$ cat src/rtl/inst_mem_loader.sv
// Instruction-memory preloader: packs R-type fields into MIPS words and writes them from address 0.
// Optional macro INST_CHECK_EN drops tuples outside the CPU's supported R-type set and flags err.
module inst_mem_loader #(
  parameter int ADDR_W = 6
) (
  input  logic              clk,
  input  logic              rst,
  input  logic              start,
  input  logic              in_valid,
  output logic              in_ready,
  input  logic              in_last,
  input  logic [5:0]        opcode,
  input  logic [4:0]        rs,
  input  logic [4:0]        rt,
  input  logic [4:0]        rd,
  input  logic [4:0]        shamt,
  input  logic [5:0]        func,
  output logic              mem_we,
  output logic [ADDR_W-1:0] mem_addr,
  output logic [31:0]       mem_wdata,
  output logic [ADDR_W:0]   word_cnt,
  output logic              done,
  output logic              full,
  output logic              err
);

  typedef enum logic [1:0] {
    ST_IDLE = 2'd0,
    ST_LOAD = 2'd1,
    ST_DONE = 2'd2
  } state_t;

  state_t              state_r;
  state_t              state_s;
  logic [ADDR_W-1:0]   addr_r;
  logic                accept_s;
  logic                legal_s;
  logic                write_s;
  logic                last_addr_s;
  logic                start_s;
  logic [31:0]         word_s;

`ifdef INST_CHECK_EN
  function automatic logic is_legal(input logic [5:0] op, input logic [5:0] fn);
    logic fn_ok;
    case (fn)
      6'h20, 6'h22, 6'h24, 6'h25, 6'h26, 6'h27, 6'h2B, 6'h04, 6'h00: fn_ok = 1'b1;
      default: fn_ok = 1'b0;
    endcase
    return (op == 6'h00) && fn_ok;
  endfunction

  assign legal_s = is_legal(opcode, func);
`else
  assign legal_s = 1'b1;
`endif

  assign word_s      = {opcode, rs, rt, rd, shamt, func};
  assign accept_s    = in_valid && (state_r == ST_LOAD);
  assign write_s     = accept_s && legal_s;
  assign last_addr_s = (addr_r == {ADDR_W{1'b1}});
  assign start_s     = start && (state_r != ST_LOAD);

  // State register
  always_ff @(posedge clk or posedge rst) begin
    if (rst) begin
      state_r <= ST_IDLE;
    end else begin
      state_r <= state_s;
    end
  end

  // Next-state logic; a dropped tuple carrying in_last still ends the session
  always_comb begin
    state_s = state_r;
    case (state_r)
      ST_IDLE: begin
        if (start) state_s = ST_LOAD;
        else       state_s = ST_IDLE;
      end
      ST_LOAD: begin
        if (accept_s && (in_last || (write_s && last_addr_s))) state_s = ST_DONE;
        else                                                   state_s = ST_LOAD;
      end
      ST_DONE: begin
        if (start) state_s = ST_LOAD;
        else       state_s = ST_DONE;
      end
      default: state_s = ST_IDLE;
    endcase
  end

  // Status outputs decoded from the state register
  always_comb begin
    in_ready = 1'b0;
    done     = 1'b0;
    case (state_r)
      ST_LOAD: in_ready = 1'b1;
      ST_DONE: done     = 1'b1;
      default: begin
        in_ready = 1'b0;
        done     = 1'b0;
      end
    endcase
  end

  // Write port, address counter and session counters
  always_ff @(posedge clk or posedge rst) begin
    if (rst) begin
      mem_we    <= 1'b0;
      mem_addr  <= {ADDR_W{1'b0}};
      mem_wdata <= 32'h0000_0000;
      addr_r    <= {ADDR_W{1'b0}};
      word_cnt  <= {(ADDR_W+1){1'b0}};
      full      <= 1'b0;
    end else begin
      mem_we <= write_s;
      if (start_s) begin
        addr_r   <= {ADDR_W{1'b0}};
        word_cnt <= {(ADDR_W+1){1'b0}};
        full     <= 1'b0;
      end else if (write_s) begin
        mem_addr  <= addr_r;
        mem_wdata <= word_s;
        addr_r    <= addr_r + ADDR_W'(1);
        word_cnt  <= word_cnt + (ADDR_W+1)'(1);
        if (last_addr_s && !in_last) full <= 1'b1;
      end
    end
  end

`ifdef INST_CHECK_EN
  // Sticky illegal-tuple flag, cleared only by a new session
  always_ff @(posedge clk or posedge rst) begin
    if (rst) begin
      err <= 1'b0;
    end else if (start_s) begin
      err <= 1'b0;
    end else if (accept_s && !legal_s) begin
      err <= 1'b1;
    end
  end
`else
  assign err = 1'b0;
`endif

endmodule

$ cat config.mk
export PLATFORM = sky130hd
export DESIGN_NAME = inst_mem_loader
export DESIGN_NICKNAME = d
export VERILOG_FILES = /design/src/rtl/inst_mem_loader.sv
export SDC_FILE = /design/constraint.sdc
export NUM_CORES = 1
export LEC_CHECK = 0
export ABC_AREA = 1
export BUFFER_PORTS_ARGS = -buffer_cell sky130_fd_sc_hd__buf_2
export CAP_MARGIN = 15
export CORE_MARGIN = 5
export CORE_UTILIZATION = 45
export CTS_BUF_LIST = sky130_fd_sc_hd__clkbuf_4
export DETAILED_ROUTE_END_ITERATION = 6
export GPL_ROUTABILITY_DRIVEN = 0
export PLACE_DENSITY = 0.74
export SLEW_MARGIN = 20
export SYNTH_ARGS = -nofsm -noshare
export SYNTH_HDL_FRONTEND = slang
export SYNTH_SLANG_ARGS = --single-unit
$ cat constraint.sdc
create_clock -name clk -period 3.5 [get_ports clk]
set_input_delay 0.35 -clock clk [delete_from_list [all_inputs] [get_ports clk]]
set_output_delay 0.35 -clock clk [all_outputs]
set_load 0.005 [all_outputs]
==> results.cfg <==
[yosys]
postSynthCellCount = 259
ys.flop_type = dfrtp_1
synth.most_common_cell = nand2_1
synth-xor-area-share_pct = 0
synth_mux_area_share_pct = 0
yosys.area_share.simple_pct = 27.3
ys_seq_area_share_pct = 59.4
synth_compound_area_share_pct = 5.61
syn_area_per_cell_um2 = 8.95
synth_area_um2 = 2320
synth_commonest_cells = nand2_1 (128), dfrtp_1 (55), inv_1 (15)
synth_nets = 298
synth-edff-count = 0
synthTopCellsByArea = dfrtp_1 (59%), nand2_1 (21%), inv_1 (2.4%)
ys_seq_elements = 55
async_flop_share_pct = 100
synth_adder_area_share_pct = 1.08
synth_area_leader_cell = dfrtp_1
synth_top_area_share_pct = 59.4
ys_types = 24
yosysWarnings = 0
synth_top_family_by_area = simple AND/OR/NAND/NOR gates

[floorplanning]
coreArea_um2 = 5040
boundaryPins = 87
die_x_um = 81.8
die_h_um = 81.8
fp-row-count = 26
die_area_um2 = 6690
initial_core_util_pct = 46.0

[cts]
clock_path_buffers = 2
post-cts-setup-buffer-count = 0
cts_made_buffers = 5
hold_buffers = 0
h-tree-depth = 2
root_buffer = clkbuf_4
worstSkewPairLatency_ns = 0.37
tritoncts = yes
clk_pin_slew_worst_paths_ns = 0.15
clock_sinks = 55
ctsResizeCount = 0

[setup_path]
crit-reg2reg-launch = state_r[1]
worstPathRequired_ns = 3.78
end_kind = flip-flop
r2r_slack_ns = 1.63
start_kind = flip-flop
reg2reg_depth = 6
path_max_fanout = 42
worstPathArrival_ns = 2.15
path_class = reg -> reg
r2r_end = addr_r[4]

[routing]
routed_wl_mm = 4.90
viasPerCell = 4.62
drt_iter0_markers = 51
detail_route.wl_per_cell_um = 11.8
drcViolationCount = 0
vias = 1912
ant_nets = 0
firstDrtPassIters = 4

[final_layout]
layout-drive-gt1-share_pct = 30.8
n_fill_cell = 469
syn_to_final_growth_pct = 21.2
final_nets = 382
antennaDiodeCount = 0

[timing]
setup_tns_ns = 0
drv_slew = 0
clock-skew-final_ns = 0.0136
hold_viol = 0
setup_viol = 0
slew_headroom_pct = 49.5
timing.hold.ws_ns = 0.0976
fin_crit_ns = 1.87
rsz0062_at_grt = false
min_period_over_period_pct = 53.3
worst_slew_pin_slew_ns = 0.756
maxClockFrequency_mhz = 536

[global_route]
antenna_found_initial = 0
grt_max_degree = 43
overflow = 0
grt_pass1_wl_mm = 8.25
first_global_vias = 1891
grt_use_total_pct = 15.7

[place]
dpl.hpwl_mm = 3.47
port_buffers = 85

[power_and_ir_drop]
powerDensity_nw_per_um2 = 708
leakagePower_uw = 0.00166
ir_drop_v = 0.000371

[flow_run]
drv_cap = 0

[worst_hold_path]
hold_path.class = in -> async

[outcome]
status = finished, final reports clean
==> sequential cells by signal, indices dropped and copies added, names as in the netlist <==
register / flops
addr_r: 6
full: 1
mem_addr: 6
mem_wdata: 32
mem_we: 1
state_r: 2
word_cnt: 7
==> critical path, cell delays in order, from the launching register on <==
cell and delay (ns):
dfrtp_1 0.39, inv_1 0.12, nand3_4 0.32, inv_2 0.64
nand3_1 0.15, nand2_1 0.09, nor2_1 0.04
==> layer usage <==
| metal | up-vias | part of all wire (%) | global-route usage (%) |
|---|---|---|---|
| met5 | - | 0 | 0 |
| met4 | 0 | 0.71 | 4.32 |
| met3 | 4 | 6.0 | 4.06 |
| met2 | 48 | 49 | 27.4 |
| met1 | 892 | 44 | 19.3 |
| li1 | 968 | - | - |
==> per-stage QoR <==
step / total power, µW / cell area, µm² / utilization (%) / std cells / setup slack, ns
after floorplan: 1460 / 2320 / - / 259 / 1.81
after global placement: 1730 / 2760 / 54.7 / 406 / 1.67
after detailed placement: 1750 / 2760 / 54.7 / 406 / 1.59
after CTS: 2020 / 2810 / 55.7 / 414 / 1.57
after global routing: 2180 / 2810 / 55.7 / 414 / 1.38
final: 1990 / 2810 / 55.7 / 414 / 1.63
==> cell families after synthesis <==
group,count (synthesis)
simple gates,154
flops,55
buf+inv,26
other cells,1
compound gates,21
fa+ha+maj,2
==> cell type report <==
| type | count | area, µm² | share of cell area [%] |
|---|---|---|---|
| clock buffer | 6 | 45.0 | 1.60 |
| clock inverter | 2 | 7.51 | 0.267 |
| inverter | 16 | 60.1 | 2.14 |
| multi-input combinational | 178 | 792 | 28.2 |
| sequential | 55 | 1380 | 49.0 |
| tap | 70 | 87.6 | 3.12 |
| timing repair buffer | 87 | 440 | 15.7 |
==> worst max path at each step <==
| stage | from | to | slack, ns | cells after the start |
|---|---|---|---|---|
| floorplan | rst | addr_r[0] | 1.81 | 1 |
| global placement | in_valid | state_r[0] | 1.67 | 6 |
| detailed placement | state_r[1] | state_r[0] | 1.59 | 6 |
| CTS | state_r[1] | state_r[0] | 1.57 | 6 |
| global route | state_r[1] | state_r[0] | 1.38 | 6 |
| finish | state_r[1] | addr_r[4] | 1.63 | 6 |
==> report_power, final <==
group | internal [µW] | total (µW) | switching (µW)
Sequential | 867 | 998 | 131
Clock | 82.8 | 268 | 185
Combinational | 308 | 722 | 414
Total | 1260 | 1990 | 730
==> cell usage in the layout (no fill, tap or decap), types with 2 or more instances in the layout <==
cell type,Yosys,layout
nand2_1,128,128
buf_2,0,85
dfrtp_1,55,55
inv_1,15,14
nor2_1,12,12
nand3_1,8,8
a21oi_1,7,7
clkbuf_4,0,6
o21ai_2,4,4
o21ai_0,3,3
o21ai_1,3,3
inv_2,1,2
ha_1,2,2
clkinv_1,0,2
buf_4,6,2
No activity file was read; power rests on OpenSTA's default activity.
